==> src/rtl/grad_ctrl_pkg.sv <==
// Shared types for the gradient frame controller: FSM states, output tag and nominal datapath latency.
package grad_ctrl_pkg;

    localparam int unsigned GRAD_LATENCY = 17;

    typedef enum logic [1:0] {IDLE, RUN, DRAIN} grad_state_t;

    typedef struct packed {
        logic valid;
        logic sof;
        logic eof;
    } grad_tag_t;

endpackage

==> src/rtl/grad_tag_delay.sv <==
// Shift register of frame tags that tracks pixels through the fixed-latency gradient datapath.
module grad_tag_delay
    import grad_ctrl_pkg::*;
#(
    parameter int unsigned DEPTH = GRAD_LATENCY + 1
) (
    input  logic      clk,
    input  logic      rst,
    input  grad_tag_t tag_in,
    output grad_tag_t tag_out
);

    grad_tag_t stage_q [DEPTH];
    grad_tag_t stage_d [DEPTH];

    always_comb begin
        stage_d[0] = tag_in;
        for (int i = 1; i < int'(DEPTH); i++) begin
            stage_d[i] = stage_q[i-1];
        end
    end

    // Clear drops every in-flight tag so nothing emerges after a reset.
    always_ff @(posedge clk) begin
        if (rst) begin
            stage_q <= '{default: '0};
        end else begin
            stage_q <= stage_d;
        end
    end

    assign tag_out = stage_q[DEPTH-1];

endmodule

==> src/rtl/gradient_frame_ctrl.sv <==
// Frame sequencer and credit-based flow control for the gradient datapath.
// Define GRAD_CTRL_STATS_EN to expose frame_cnt, err_sof and err_credit.
module gradient_frame_ctrl
    import grad_ctrl_pkg::*;
#(
    parameter int unsigned DWIDTH    = 10,
    parameter int unsigned MAG_WIDTH = 13,
    parameter int unsigned LATENCY   = GRAD_LATENCY,
    parameter int unsigned CREDITS   = 32
) (
    input  logic                   clk,
    input  logic                   rst,
    input  logic [MAG_WIDTH-1:0]   cfg_threshold,
    input  logic                   cfg_load,
    input  logic                   s_valid,
    output logic                   s_ready,
    input  logic                   s_sof,
    input  logic                   s_eof,
    input  logic signed [DWIDTH+2:0] s_x,
    input  logic signed [DWIDTH+2:0] s_y,
    output logic signed [DWIDTH+2:0] g_x,
    output logic signed [DWIDTH+2:0] g_y,
    output logic                   g_mask,
    output logic [MAG_WIDTH-1:0]   g_threshold,
    input  logic                   credit_ret,
    output logic                   m_valid,
    output logic                   m_sof,
    output logic                   m_eof,
    output logic                   busy,
    output logic                   frame_done
`ifdef GRAD_CTRL_STATS_EN
    ,
    output logic [15:0]            frame_cnt,
    output logic                   err_sof,
    output logic                   err_credit
`endif
);

    localparam int unsigned XW  = DWIDTH + 3;
    localparam int unsigned CW  = $clog2(CREDITS + 1);
    localparam int unsigned DCW = $clog2(LATENCY + 1);

    grad_state_t             state_q, state_d;
    logic [CW-1:0]           credit_q, credit_d;
    logic [DCW-1:0]          drain_cnt_q, drain_cnt_d;
    logic [MAG_WIDTH-1:0]    pending_q, pending_d;
    logic [MAG_WIDTH-1:0]    thr_q, thr_d;
    logic signed [XW-1:0]    gx_q, gx_d, gy_q, gy_d;
    logic                    mask_q, mask_d;
    logic                    done_q, done_d;
    logic                    accept, take, ret_ok, credit_full;
    grad_tag_t               tag_in, tag_out;

    // Pixels accepted in IDLE without sof are swallowed: no mask, no tag, no credit.
    always_comb begin
        credit_full = (credit_q == CW'(CREDITS));
        s_ready     = (state_q != DRAIN) && (credit_q != '0);
        accept      = s_valid & s_ready;
        take        = accept & ((state_q != IDLE) | s_sof);
        ret_ok      = credit_ret & (~credit_full | take);

        state_d     = state_q;
        drain_cnt_d = drain_cnt_q;
        done_d      = 1'b0;
        credit_d    = credit_q;
        pending_d   = cfg_load ? cfg_threshold : pending_q;
        thr_d       = thr_q;
        gx_d        = take ? s_x : '0;
        gy_d        = take ? s_y : '0;
        mask_d      = take;
        tag_in      = '{valid: take, sof: take & s_sof, eof: take & s_eof};

        case ({take, ret_ok})
            2'b10:   credit_d = credit_q - CW'(1);
            2'b01:   credit_d = credit_q + CW'(1);
            default: credit_d = credit_q;
        endcase

        case (state_q)
            IDLE: begin
                if (take) begin
                    thr_d = pending_q;
                    if (s_eof) begin
                        state_d     = DRAIN;
                        drain_cnt_d = DCW'(LATENCY);
                    end else begin
                        state_d = RUN;
                    end
                end
            end
            RUN: begin
                if (take && s_eof) begin
                    state_d     = DRAIN;
                    drain_cnt_d = DCW'(LATENCY);
                end
            end
            DRAIN: begin
                // The eof tag reaches the output on the cycle the count hits zero.
                done_d = (drain_cnt_q == DCW'(1));
                if (drain_cnt_q == '0) begin
                    state_d = IDLE;
                end else begin
                    drain_cnt_d = drain_cnt_q - DCW'(1);
                end
            end
            default: state_d = IDLE;
        endcase
    end

    always_ff @(posedge clk) begin
        if (rst) begin
            state_q     <= IDLE;
            credit_q    <= CW'(CREDITS);
            drain_cnt_q <= '0;
            pending_q   <= '0;
            thr_q       <= '0;
            gx_q        <= '0;
            gy_q        <= '0;
            mask_q      <= 1'b0;
            done_q      <= 1'b0;
        end else begin
            state_q     <= state_d;
            credit_q    <= credit_d;
            drain_cnt_q <= drain_cnt_d;
            pending_q   <= pending_d;
            thr_q       <= thr_d;
            gx_q        <= gx_d;
            gy_q        <= gy_d;
            mask_q      <= mask_d;
            done_q      <= done_d;
        end
    end

    grad_tag_delay #(
        .DEPTH (LATENCY + 1)
    ) u_tag_delay (
        .clk     (clk),
        .rst     (rst),
        .tag_in  (tag_in),
        .tag_out (tag_out)
    );

    assign g_x         = gx_q;
    assign g_y         = gy_q;
    assign g_mask      = mask_q;
    assign g_threshold = thr_q;
    assign m_valid     = tag_out.valid;
    assign m_sof       = tag_out.sof;
    assign m_eof       = tag_out.eof;
    assign busy        = (state_q != IDLE);
    assign frame_done  = done_q;

`ifdef GRAD_CTRL_STATS_EN
    logic [15:0] frame_cnt_q, frame_cnt_d;
    logic        err_sof_q, err_sof_d;
    logic        err_credit_q, err_credit_d;

    always_comb begin
        frame_cnt_d  = frame_cnt_q + 16'(done_q);
        err_sof_d    = err_sof_q | (accept & (((state_q == IDLE) & ~s_sof) |
                                              ((state_q == RUN) & s_sof)));
        err_credit_d = err_credit_q | (credit_ret & credit_full & ~take);
    end

    always_ff @(posedge clk) begin
        if (rst) begin
            frame_cnt_q  <= '0;
            err_sof_q    <= 1'b0;
            err_credit_q <= 1'b0;
        end else begin
            frame_cnt_q  <= frame_cnt_d;
            err_sof_q    <= err_sof_d;
            err_credit_q <= err_credit_d;
        end
    end

    assign frame_cnt  = frame_cnt_q;
    assign err_sof    = err_sof_q;
    assign err_credit = err_credit_q;
`endif

endmodule

==> config.mk <==
export PLATFORM = sky130hd
export DESIGN_NAME = gradient_frame_ctrl
export DESIGN_NICKNAME = d
export VERILOG_FILES = /design/src/rtl/grad_ctrl_pkg.sv /design/src/rtl/grad_tag_delay.sv /design/src/rtl/gradient_frame_ctrl.sv
export SDC_FILE = /design/constraint.sdc
export NUM_CORES = 1
export LEC_CHECK = 0
export ABC_AREA = 1
export BUFFER_PORTS_ARGS = -buffer_cell sky130_fd_sc_hd__buf_2
export CORE_UTILIZATION = 34
export CTS_CLUSTER_SIZE = 24
export DETAILED_ROUTE_END_ITERATION = 6
export GPL_ROUTABILITY_DRIVEN = 0
export HOLD_SLACK_MARGIN = 0.15
export SLEW_MARGIN = 40
export SYNTH_ARGS = -nofsm -noshare
export SYNTH_HDL_FRONTEND = slang
export SYNTH_SLANG_ARGS = --single-unit
export TNS_END_PERCENT = 100
==> constraint.sdc <==
create_clock -name clk -period 2.3 [get_ports clk]
set_input_delay 0.115 -clock clk [delete_from_list [all_inputs] [get_ports clk]]
set_output_delay 0.115 -clock clk [all_outputs]
set_load 0.03 [all_outputs]
==> metrics.md, run 1 <==
| Metric | Value |
|---|---|
| Count of maximum capacitance violations | `0` |
| CTS clock-pin slew for the worst setup and hold paths | `50 ps` |
| List of cells traversed by the critical path | `buf_4, nand2_2, nand2_4, nor2_8, nor3_2, a21boi_2, ha_4, inv_8, fa_2, nand3_2, nand2_2, xor2_1, o21ai_1, inv_1` |
| Cell type of the slowest stage on the worst timing path | `sky130_fd_sc_hd__fa_2` |
| Shortest period the worst path allows | `2210 ps` |
| Post-Synthesis Cell Area | `0.00425 mm2` |
| Bufs on Longest Clock Path | `2` |
| Via density per instance | `4.19` |
| Area of the core | `0.0121 mm2` |
| Number of diodes added for antenna fixing | `0` |
| Horizontal die dimension | `114 um` |
| Maximum frequency from static timing analysis | `453 MHz` |
| Total number of H-tree levels | `4` |
| Filler cells | `1,132` |
| Launch instance of the worst register-to-register path | `state_q[1]` |
| Number of nets in the layout | `727` |
| Pins Over Slew Limit | `0` |
| Gr usage total | `15.6%` |
| Leakage power figure | `2.90 nW` |
| Result of the run | `complete, no violations` |
| Multi-input combinational cell area | `0.00149 mm2` |
| Cell area power density | `1070 mW/mm2` |
| Worst Reg2Reg Path Length in Cells | `14` |
| Leading cell types in the layout, fill and taps excluded | `sky130_fd_sc_hd__dfxtp_1 (116), sky130_fd_sc_hd__nor2_1 (104), sky130_fd_sc_hd__inv_1 (98)` |
| Buffers & Inverters on Critical Path | `3` |
| Count of cell types in the netlist | `29` |
| Most frequent CP cell | `sky130_fd_sc_hd__nand2_2` |
| Total power consumption of the routed design | `0.00672 W` |
| Worst slew margin relative to its limit | `53.2%` |
| Clock tree from TritonCTS | `yes` |
| Hold path endpoint | `pending_q[10]` |
| Post-synthesis to final-layout area growth | `47.4%` |
| Most frequently used flop master after synthesis | `sky130_fd_sc_hd__dfxtp_1` |
| Per-instance average area after synthesis | `8.36 um2` |
| Post-route core utilization | `51.8%` |
| Final hold slack | `199 ps` |
| Worst-skew pair later-pin latency | `410 ps` |
| Gate family responsible for the most delay along the worst path | `adder cells` |
| Top-Level Pins | `92` |
| Start point of the worst hold path | `cfg_load` |
| Hold Path Depth | `3` |
| Count of placed standard cells including taps | `762` |
| Largest net degree at the start of global routing | `29` |
| Final Routed Wirelength | `9.24 mm` |
| Post-Syn Nets | `564` |
| Reg2reg end | `credit_q[4]` |
| FF+latch count, synth | `120` |
| Placement Rows | `40` |
| Routed wirelength normalized by instance count | `10.8 um` |
| Number of flops mapped to enable cells by yosys | `0` |
| Worst-case vdd ir drop | `0.584 mV` |
| Endpoint arrival time on the critical path | `2510 ps` |
| Number of clock sinks | `120` |
| Kind of critical path | `reg2reg` |
| Tightest Pin Transition | `702 ps` |
| Commonest non-fill, non-tap cell in the layout | `sky130_fd_sc_hd__dfxtp_1` |
| Clock skew after layout | `10.4 ps` |
| Total CTS buffers | `17` |
| Final cell count without fillers | `853` |
| Detailed-router iteration count before antenna repair | `4` |
| Die area | `0.0130 mm2` |
| Count of buffers inserted at the top-level ports | `91` |
| Reg-to-reg slack, setup | `90 ps` |
| Part of the Yosys area used for sequential elements | `56.5%` |
| Startpoint types | `register` |
| Initial antenna violation count | `0` |
| Worst min-delay path category | `in2reg` |
| Crit. Startpoint | `state_q[1]` |
| Grt ovf | `0` |
| Detail Placement HPWL | `5.52 mm` |
| Area occupied by registers | `0.00241 mm2` |
| Count of final setup violators | `0` |
| Final cycle utilization of the critical path | `95.9%` |
| Crit Path Max Fanout | `5` |
| Initial Utilization | `35.1%` |
| Crit path required time | `2600 ps` |
| Count of mapped cells out of synthesis | `509` |
| Share of flip-flops with an asynchronous set or reset after synthesis | `0%` |
| Number of design rule violations left after detail routing | `0` |
| Number of antenna-violating nets in the routed design | `0` |
| Yosys warnings | `0` |
| Master cell of the clock root buffer | `sky130_fd_sc_hd__clkbuf_16` |
| CP max stage delay | `380 ps` |
| Vias after detailed routing | `3,572` |
| Final Hold Vio Count | `0` |
| Number of global-route vias before repair | `3,509` |
| First-pass GRT wire length | `15.9 mm` |
| Share of post-route cells with drive strength above 1 | `28.5%` |
| Kind of capture point of the worst setup path | `register` |
| Chip Height | `114 um` |
| Iteration-0 DRC count of the detailed router | `163` |
[state kept, by name (all words and copies together) (netlist names)]
register and flops:
credit_q 6, drain_cnt_q 5, frame_done 1, g_threshold 13
g_x 13, g_y 13, pending_q 13, state_q 2
u_tag_delay.stage_d 51, u_tag_delay.tag_out 3
[metal layers]
metal	track usage [%]	routed length, um	vias up
met2	26.7	4650	90
li1	-	-	1834
met5	0	0	-
met1	17.7	4010	1636
met3	5.74	445	12
met4	5.97	136	0
[Yosys cell counts, drive strengths merged (2+ instances only)]
cell    count  area (um2)
a21oi      23         119
buf         5        37.5
clkbuf     14        52.6
dfxtp     120        2400
ha          8         100
inv       104         395
nand2      44         170
nand3      27         135
nand4       4        25.0
nor2      129         619
nor3        2        10.0
o21ai      18        90.1
xor2        3        26.3
[worst max-delay path by stage]
| stage | to | slack, ps | cells after the start |
|---|---|---|---|
| after floorplan | credit_q[5] | 6 | 18 |
| after global placement | credit_q[5] | -80 | 18 |
| after detailed placement | credit_q[5] | -130 | 18 |
| after CTS | credit_q[4] | 10 | 14 |
| after global routing | credit_q[5] | -40 | 19 |
| final | credit_q[4] | 90 | 14 |
[report_power, final]
group	leakage, nW	internal (W)	total, W	switching, W
registers	0.978	0.00222	0.00231	0.0000827
logic	1.62	0.000732	0.00166	0.000924
clock network	0.300	0.00180	0.00276	0.000956
[final cells by class]
type / instances / area share [%]
Inverter: 104 / 6.43
Multi-Input combinational cell: 266 / 23.7
Clock inverter: 12 / 2.57
Clock buffer: 20 / 7.44
Tap cell: 168 / 3.35
Sequential cell: 120 / 38.5
Timing Repair Buffer: 163 / 18.0
[worst reg2reg max path, cell delays in order, from the launching register on]
cell and delay (ps):
sky130_fd_sc_hd__dfxtp_4 350, sky130_fd_sc_hd__buf_4 130, sky130_fd_sc_hd__nand2_2 90, sky130_fd_sc_hd__nand2_4 80, sky130_fd_sc_hd__nor2_8 120, sky130_fd_sc_hd__nor3_2 50
sky130_fd_sc_hd__a21boi_2 150, sky130_fd_sc_hd__ha_4 180, sky130_fd_sc_hd__inv_8 50, sky130_fd_sc_hd__fa_2 380, sky130_fd_sc_hd__nand3_2 90, sky130_fd_sc_hd__nand2_2 70
sky130_fd_sc_hd__xor2_1 160, sky130_fd_sc_hd__o21ai_1 130, sky130_fd_sc_hd__inv_1 50
[repair_timing]
item | 4_1_cts | 5_1_grt
gates resized for setup | 10 | 22
setup buffers | 2 | 3
endpoints found under the hold margin | 48 | 0
hold buffers | 54 | 0
gates cloned | 0 | 0
setup endpoints to repair | 3 | 4
pin swaps | 3 | 10
[metrics by stage]
stage	setup slack (ps)	TNS [ps]	cell area [um2]
2_1_floorplan	5.96	0	4270
3_3_place_gp	-84.9	-130	4940
3_5_place_dp	-128	-301	4940
4_1_cts	11.9	0	6170
5_1_grt	-41.2	-69.9	6270
6_report	93.5	0	6270
[logic make-up (layout without fill, tap and decap cells)]
group | Yosys count | in the layout | share of synthesized area (%)
flops | 120 | 120 | 56.5
simple gates | 209 | 209 | 23.0
fa+ha+maj | 9 | 9 | 2.82
compound gates | 44 | 44 | 5.47
buf+inv | 123 | 299 | 11.4
xor+xnor | 4 | 4 | 0.824
Note: power is estimated with default switching activity, not from simulation.
==> run 2: changes to the inputs <==
--- a/config.mk
+++ b/config.mk
@@ -8,6 +8,7 @@
 export ABC_AREA = 1
 export BUFFER_PORTS_ARGS = -buffer_cell sky130_fd_sc_hd__buf_2
 export CORE_UTILIZATION = 34
+export CTS_BUF_LIST = sky130_fd_sc_hd__clkbuf_8
 export CTS_CLUSTER_SIZE = 24
 export DETAILED_ROUTE_END_ITERATION = 6
 export GPL_ROUTABILITY_DRIVEN = 0
==> run 2 against run 1 <==
Fmax down 1.7%. Sequential cell count did not move. Core utilization decreased by 1.9 points. Clock skew about the same.
==> metrics.md, run 2 (synthesis gave the netlist of run 1 again) <==
| Metric | Value |
|---|---|
| Result of the run | `complete, no violations (unchanged)` |
| Buffers & Inverters on Critical Path | `1 (was 3)` |
| Clock tree from TritonCTS | `yes (unchanged)` |
| Number of clock sinks | `120 (unchanged)` |
| Number of design rule violations left after detail routing | `0 (unchanged)` |
| Iteration-0 DRC count of the detailed router | `164 (was 163)` |
| Final Routed Wirelength | `9.21 mm (was 9.24 mm)` |
| Detail Placement HPWL | `5.52 mm (unchanged)` |
| Total negative setup slack | `0 ps (unchanged)` |
| Count of placed standard cells including taps | `762 (unchanged)` |
| Post-synthesis to final-layout area growth | `41.9% (was 47.4%)` |
| Top-Level Pins | `92 (unchanged)` |
| Pre-CTS setup slack | `-128 ps (unchanged)` |
| Count of maximum capacitance violations | `0 (unchanged)` |
| Final WS setup | `55.7 ps (was 93.5 ps)` |
| Startpoint types | `register (unchanged)` |
| Clock skew after layout | `10.5 ps (was 10.4 ps)` |
| Gr usage total | `15.7% (was 15.6%)` |
| Worst slew margin relative to its limit | `56.6% (was 53.2%)` |
| Worst-skew pair later-pin latency | `430 ps (was 410 ps)` |
| Count of final setup violators | `0 (unchanged)` |
| Leading cell types in the layout, fill and taps excluded | `sky130_fd_sc_hd__dfxtp_1 (117), sky130_fd_sc_hd__nor2_1 (104), sky130_fd_sc_hd__inv_1 (99) (was sky130_fd_sc_hd__dfxtp_1 (116), sky130_fd_sc_hd__nor2_1 (104), sky130_fd_sc_hd__inv_1 (98))` |
| Kind of critical path | `reg2reg (unchanged)` |
| Most frequent CP cell | `sky130_fd_sc_hd__nand2_1 (was sky130_fd_sc_hd__nand2_2)` |
| Number of flip-flops under the largest register name | `51 (unchanged)` |
| Largest net degree at the start of global routing | `29 (unchanged)` |
| Placement Rows | `40 (unchanged)` |
| Final cell count without fillers | `854 (was 853)` |
| Area of the core | `0.0121 mm2 (unchanged)` |
| Tightest Pin Transition | `650 ps (was 702 ps)` |
| Count of buffers inserted at the top-level ports | `91 (unchanged)` |
| Worst min-delay path category | `in2reg (unchanged)` |
| Final Hold Vio Count | `0 (unchanged)` |
| Chip Height | `114 um (unchanged)` |
| Leakage power figure | `2.80 nW (was 2.90 nW)` |
| Filler cells | `1,167 (was 1,132)` |
| Gate family responsible for the most delay along the worst path | `simple AND/OR/NAND/NOR gates (was adder cells)` |
| Number of antenna-violating nets in the routed design | `0 (unchanged)` |
| Share of post-route cells with drive strength above 1 | `27.1% (was 28.5%)` |
| Worst-case vdd ir drop | `0.578 mV (was 0.584 mV)` |
| List of cells traversed by the critical path | `nor2_4, nand3_2, nand2_4, nor2_8, nor3_1, a21boi_1, ha_2, inv_4, ha_4, nand2_1, nand2_1, nand2_1, and2_1, nand2_1, nand2_1, nand2_1, nand2_1, nand3_1 (was buf_4, nand2_2, nand2_4, nor2_8, nor3_2, a21boi_2, ha_4, inv_8, fa_2, nand3_2, nand2_2, xor2_1, o21ai_1, inv_1)` |
| Area occupied by registers | `0.00241 mm2 (about the same)` |
| Via density per instance | `4.23 (was 4.19)` |
| Horizontal die dimension | `114 um (unchanged)` |
| Endpoint arrival time on the critical path | `2540 ps (was 2510 ps)` |
| Detailed-router iteration count before antenna repair | `4 (unchanged)` |
| Crit Path Max Fanout | `5 (unchanged)` |
| Initial antenna violation count | `0 (unchanged)` |
| CP max stage delay | `340 ps (was 380 ps)` |
| Total number of H-tree levels | `4 (unchanged)` |
| Pins Over Slew Limit | `0 (unchanged)` |
| Number of global-route vias before repair | `3,587 (was 3,509)` |
| Final hold slack | `294 ps (was 199 ps)` |
| Kind of capture point of the worst setup path | `register (unchanged)` |
| Maximum frequency from static timing analysis | `446 MHz (was 453 MHz)` |
| Vias after detailed routing | `3,610 (was 3,572)` |
| Total power consumption of the routed design | `0.00589 W (was 0.00672 W)` |
| Unrepaired setup endpoints after global routing | `true` |
| Multi-input combinational cell area | `0.00144 mm2 (was 0.00149 mm2)` |
| Shortest period the worst path allows | `2240 ps (was 2210 ps)` |
| Final cycle utilization of the critical path | `97.6% (was 95.9%)` |
| Cell type of the slowest stage on the worst timing path | `sky130_fd_sc_hd__dfxtp_2 (was sky130_fd_sc_hd__fa_2)` |
| Commonest non-fill, non-tap cell in the layout | `sky130_fd_sc_hd__dfxtp_1 (unchanged)` |
| Routed wirelength normalized by instance count | `10.8 um (about the same)` |
| Total CTS buffers | `17 (unchanged)` |
| Number of diodes added for antenna fixing | `0 (unchanged)` |
| Die area | `0.0130 mm2 (unchanged)` |
| Number of nets in the layout | `728 (was 727)` |
| First-pass GRT wire length | `15.8 mm (was 15.9 mm)` |
| Initial Utilization | `35.1% (unchanged)` |
| Bufs on Longest Clock Path | `2 (unchanged)` |
| CTS clock-pin slew for the worst setup and hold paths | `70 ps (was 50 ps)` |
| Grt ovf | `0 (unchanged)` |
| Master cell of the clock root buffer | `sky130_fd_sc_hd__clkbuf_8 (was sky130_fd_sc_hd__clkbuf_16)` |
| Crit path required time | `2590 ps (was 2600 ps)` |
| Cell area power density | `976 mW/mm2 (was 1070 mW/mm2)` |
run 2: changes by cell type in the layout (fill, tap and decap cells not counted), moves of 3 or more:
cell                        before  now
sky130_fd_sc_hd__clkbuf_16      17    0
sky130_fd_sc_hd__clkbuf_8        3   20
sky130_fd_sc_hd__nand3_1        23   26
sky130_fd_sc_hd__nand3_2         4    1
run 2: per-layer routing:
layer	vias up	part of all wire (%)	routed length (um)	GRT usage, %
li1	1842	-	-	-
met1	1649	41	3760	17.2
met2	104	51	4710	27.2
met3	15	6.4	592	6.11
met4	0	1.6	148	6.06
met5	-	0	0	0
run 2: worst paths after layout:
kind                           startpoint                      end  slack [ps]  cells past startpoint
hold / removal                    s_valid  u_tag_delay.stage_d[50]         290                      8
hold reg to reg   u_tag_delay.stage_d[38]  u_tag_delay.stage_d[35]         400                      2
setup reg to reg              credit_q[0]              credit_q[5]          60                     18
setup / recovery              credit_q[0]              credit_q[5]          60                     18
run 2: per-stage QoR:
step | instance area [um2] | util, %
after floorplan | 4270 | -
after global placement | 4940 | 40.8
after detailed placement | 4940 | 40.8
after CTS | 5980 | 49.4
after global routing | 6040 | 49.8
final | 6040 | 49.8
run 2: timing repair:
item	in CTS	in global routing
pin swaps	2	4
setup buffers	2	3
hold endpoints to repair	59	0
endpoints found under the setup margin	3	5
cloned	0	0
gates resized for setup	9	8
hold buffers	55	0
run 2: cell type report:
cell class	count	area share [%]
timing repair buffer	164	18.9
inverter	104	6.59
sequential	120	39.9
multi-input combinational	266	23.9
clock inverter	12	2.67
clock buffer	20	4.56
tap	168	3.48
run 2: worst min-delay path, stage by stage:
cell and delay, ps:
sky130_fd_sc_hd__buf_2 110, sky130_fd_sc_hd__inv_1 60, sky130_fd_sc_hd__a21oi_2 40, sky130_fd_sc_hd__inv_2 80, sky130_fd_sc_hd__nor2_8 40, sky130_fd_sc_hd__buf_4 130
sky130_fd_sc_hd__inv_4 70, sky130_fd_sc_hd__nor2_8 40
run 2: power breakdown:
group | leakage [nW] | switching (W) | internal (W)
registers | 0.977 | 0.0000795 | 0.00222
logic | 1.61 | 0.000880 | 0.000679
clock network | 0.213 | 0.000863 | 0.00117
==> run 3: changes to the inputs <==
--- a/config.mk
+++ b/config.mk
@@ -7,12 +7,15 @@
 export LEC_CHECK = 0
 export ABC_AREA = 1
 export BUFFER_PORTS_ARGS = -buffer_cell sky130_fd_sc_hd__buf_2
+export CELL_PAD_IN_SITES_DETAIL_PLACEMENT = 1
+export CELL_PAD_IN_SITES_GLOBAL_PLACEMENT = 1
 export CORE_UTILIZATION = 34
 export CTS_BUF_LIST = sky130_fd_sc_hd__clkbuf_8
 export CTS_CLUSTER_SIZE = 24
 export DETAILED_ROUTE_END_ITERATION = 6
 export GPL_ROUTABILITY_DRIVEN = 0
 export HOLD_SLACK_MARGIN = 0.15
+export PLACE_DENSITY_LB_ADDON = 0.1
 export SLEW_MARGIN = 40
 export SYNTH_ARGS = -nofsm -noshare
 export SYNTH_HDL_FRONTEND = slang
==> run 3 against run 2 <==
Hold slack worse by 58 ps. Sequential share of layout area is 0.51 points lower. Sequential cell count stayed put. Global-route usage is 2.1 points higher. Non-clock buffer count is 4 higher. Fmax is 2.4% lower. Core utilization is 0.69 points higher. Cell count is 0.47% higher.
==> metrics.md, run 3 (synthesis gave the netlist of run 1 again) <==
| Metric | Value |
|---|---|
| Total CTS buffers | `17 (unchanged)` |
| Leading cell types in the layout, fill and taps excluded | `sky130_fd_sc_hd__dfxtp_1 (117), sky130_fd_sc_hd__inv_1 (103), sky130_fd_sc_hd__nor2_1 (103) (was sky130_fd_sc_hd__dfxtp_1 (117), sky130_fd_sc_hd__nor2_1 (104), sky130_fd_sc_hd__inv_1 (99))` |
| First-pass GRT wire length | `17.5 mm (was 15.8 mm)` |
| Worst-case vdd ir drop | `0.428 mV (was 0.578 mV)` |
| List of cells traversed by the critical path | `nor2_2, nand3_2, nand2_4, nor2_8, buf_4, inv_4, ha_2, clkinv_4, ha_4, nand2_2, nand2_2, nand2_1, and2_4, nand3_1, nand2_1, nand2_1, nand3_1 (was nor2_4, nand3_2, nand2_4, nor2_8, nor3_1, a21boi_1, ha_2, inv_4, ha_4, nand2_1, nand2_1, nand2_1, and2_1, nand2_1, nand2_1, nand2_1, nand2_1, nand3_1)` |
| Tightest Pin Transition | `669 ps (was 650 ps)` |
| Total number of H-tree levels | `4 (unchanged)` |
| Number of antenna-violating nets in the routed design | `0 (unchanged)` |
| Final Routed Wirelength | `10.7 mm (was 9.21 mm)` |
| Number of design rule violations left after detail routing | `0 (unchanged)` |
| Kind of critical path | `reg2reg (unchanged)` |
| Kind of capture point of the worst setup path | `register (unchanged)` |
| Via density per instance | `4.29 (was 4.23)` |
| Internal power summed over all cells | `0.00427 W (was 0.00407 W)` |
| Worst-skew pair later-pin latency | `430 ps (about the same)` |
| Crit path required time | `2590 ps (about the same)` |
| Clock tree from TritonCTS | `yes (unchanged)` |
| Number of flip-flops under the largest register name | `51 (unchanged)` |
| Sequential group share of total power | `37.5% (was 39.0%)` |
| Post-DP Area | `0.00499 mm2 (was 0.00494 mm2)` |
| Number of diodes added for antenna fixing | `0 (unchanged)` |
| Area of the core | `0.0121 mm2 (unchanged)` |
| Crit Path Max Fanout | `5 (unchanged)` |
| Post-synthesis to final-layout area growth | `43.9% (was 41.9%)` |
| Bufs on Longest Clock Path | `2 (unchanged)` |
| Number of nets in the layout | `732 (was 728)` |
| Detail Placement HPWL | `6.44 mm (was 5.52 mm)` |
| Unrepaired setup endpoints after global routing | `true (unchanged)` |
| Count of placed standard cells including taps | `767 (was 762)` |
| Most frequent CP cell | `sky130_fd_sc_hd__nand2_1 (unchanged)` |
| Net Sw Power | `0.00187 W (was 0.00182 W)` |
| Combinational cell fraction of total power | `29.1% (was 26.5%)` |
| Net switching fraction of the power | `30.4% (was 30.9%)` |
| Worst slew margin relative to its limit | `55.3% (was 56.6%)` |
| Count of final setup violators | `0 (unchanged)` |
| Number of global-route vias before repair | `3,814 (was 3,587)` |
| Count of maximum capacitance violations | `0 (unchanged)` |
| Iteration-0 DRC count of the detailed router | `111 (was 164)` |
| Worst min-delay path category | `in2reg (unchanged)` |
| Top-Level Pins | `92 (unchanged)` |
| Clock skew after layout | `6.81 ps (was 10.5 ps)` |
| Die area | `0.0130 mm2 (unchanged)` |
| Grt ovf | `0 (unchanged)` |
| Number of clock sinks | `120 (unchanged)` |
| Count of buffers inserted at the top-level ports | `91 (unchanged)` |
| Pins Over Slew Limit | `0 (unchanged)` |
| CTS clock-pin slew for the worst setup and hold paths | `70 ps (about the same)` |
| Cell area power density | `1000 mW/mm2 (was 976 mW/mm2)` |
| Cell type of the slowest stage on the worst timing path | `sky130_fd_sc_hd__dfxtp_1 (was sky130_fd_sc_hd__dfxtp_2)` |
| CP max stage delay | `320 ps (was 340 ps)` |
| Detailed-router iteration count before antenna repair | `4 (unchanged)` |
| Fin area | `0.00612 mm2 (was 0.00604 mm2)` |
| Largest net degree at the start of global routing | `55 (was 29)` |
| Routed wirelength normalized by instance count | `12.5 um (was 10.8 um)` |
| Final cycle utilization of the critical path | `100% (was 97.6%)` |
| Initial Utilization | `35.1% (unchanged)` |
| Final cell count without fillers | `858 (was 854)` |
| Endpoint arrival time on the critical path | `2590 ps (was 2540 ps)` |
| Leakage power figure | `2.86 nW (was 2.80 nW)` |
| Commonest non-fill, non-tap cell in the layout | `sky130_fd_sc_hd__dfxtp_1 (unchanged)` |
| Maximum frequency from static timing analysis | `435 MHz (was 446 MHz)` |
| Initial antenna violation count | `0 (unchanged)` |
| Shortest period the worst path allows | `2300 ps (was 2240 ps)` |
| Gr usage total | `17.7% (was 15.7%)` |
| Share of post-route cells with drive strength above 1 | `27.8% (was 27.1%)` |
| Final Hold Vio Count | `0 (unchanged)` |
| Result of the run | `complete, no violations (unchanged)` |
| Final hold slack | `236 ps (was 294 ps)` |
| Horizontal die dimension | `114 um (unchanged)` |
| Master cell of the clock root buffer | `sky130_fd_sc_hd__clkbuf_8 (unchanged)` |
| Startpoint types | `register (unchanged)` |
| Vias after detailed routing | `3,677 (was 3,610)` |
| Chip Height | `114 um (unchanged)` |
| Clock power frac | `33.3% (was 34.5%)` |
| Placement Rows | `40 (unchanged)` |
==> run 3: changes by cell type in the layout (fill, tap and decap cells not counted), moves of 2 or more <==
cell and change:
sky130_fd_sc_hd__buf_4 +2, sky130_fd_sc_hd__inv_6 -4, sky130_fd_sc_hd__clkinvlp_4 -2, sky130_fd_sc_hd__inv_1 +4
sky130_fd_sc_hd__clkinv_2 +2, sky130_fd_sc_hd__nand2_1 -2, sky130_fd_sc_hd__nand2_2 +2
==> run 3: worst paths after layout <==
path	from	cells after the start	slack [ps]	end
max	credit_q[4]	17	0.7	credit_q[5]
min	s_valid	6	240	state_q[0]
max reg2reg	credit_q[4]	17	0.7	credit_q[5]
min reg2reg	u_tag_delay.stage_d[12]	2	400	u_tag_delay.stage_d[9]
==> run 3: repair_timing <==
| action | 4_1_cts | 5_1_grt |
|---|---|---|
| setup endpoints to repair | 4 | 3 |
| hold buffers | 55 | 0 |
| pin swaps | 1 | 7 |
| buffers inserted | 2 | 2 |
| resized for setup | 13 | 16 |
| gates cloned | 0 | 0 |
| hold endpoints to repair | 55 | 0 |
==> run 3: layout make-up <==
type,count,area [um2]
clock inverters,12,158
fillers,1461,5990
repair buffers,168,1190
inverters,104,400
multi-input cells,266,1480
flip-flops and latches,120,2410
well taps,168,210
clock buffers,20,275
==> run 3: routing by layer <==
metal	routed length [um]	track usage [%]
met3	468	5.74
met4	210	8.57
met2	5760	32.4
met1	4300	18.3
met5	0	0
==> run 3: worst max-delay path, delay by kind of cell (launching register included) <==
| kind | cells | cell delay [ps] |
|---|---|---|
| and+or+nand+nor | 12 | 1020 |
| adders and majority gates | 2 | 520 |
| DFF | 1 | 320 |
| buffers and inverters | 3 | 300 |
==> run 3: stage by stage <==
stage / setup WS (ps) / TNS (ps) / util (%) / power, W
floorplan: 5.96 / 0 / - / 0.00327
global placement: -107 / -167 / 41.2 / 0.00372
detailed placement: -228 / -550 / 41.2 / 0.00377
CTS: 18.7 / 0 / 49.9 / 0.00604
global route: -134 / -236 / 50.5 / 0.00650
finish: 0.695 / 0 / 50.5 / 0.00614
==> run 3: power groups by stage <==
stage,Combinational (W),Sequential [W],Clock (W)
floorplan,0.000832,0.00244,0
global placement,0.00139,0.00232,0
detailed placement,0.00144,0.00233,0
CTS,0.00162,0.00230,0.00212
global route,0.00197,0.00232,0.00222
finish,0.00179,0.00230,0.00205
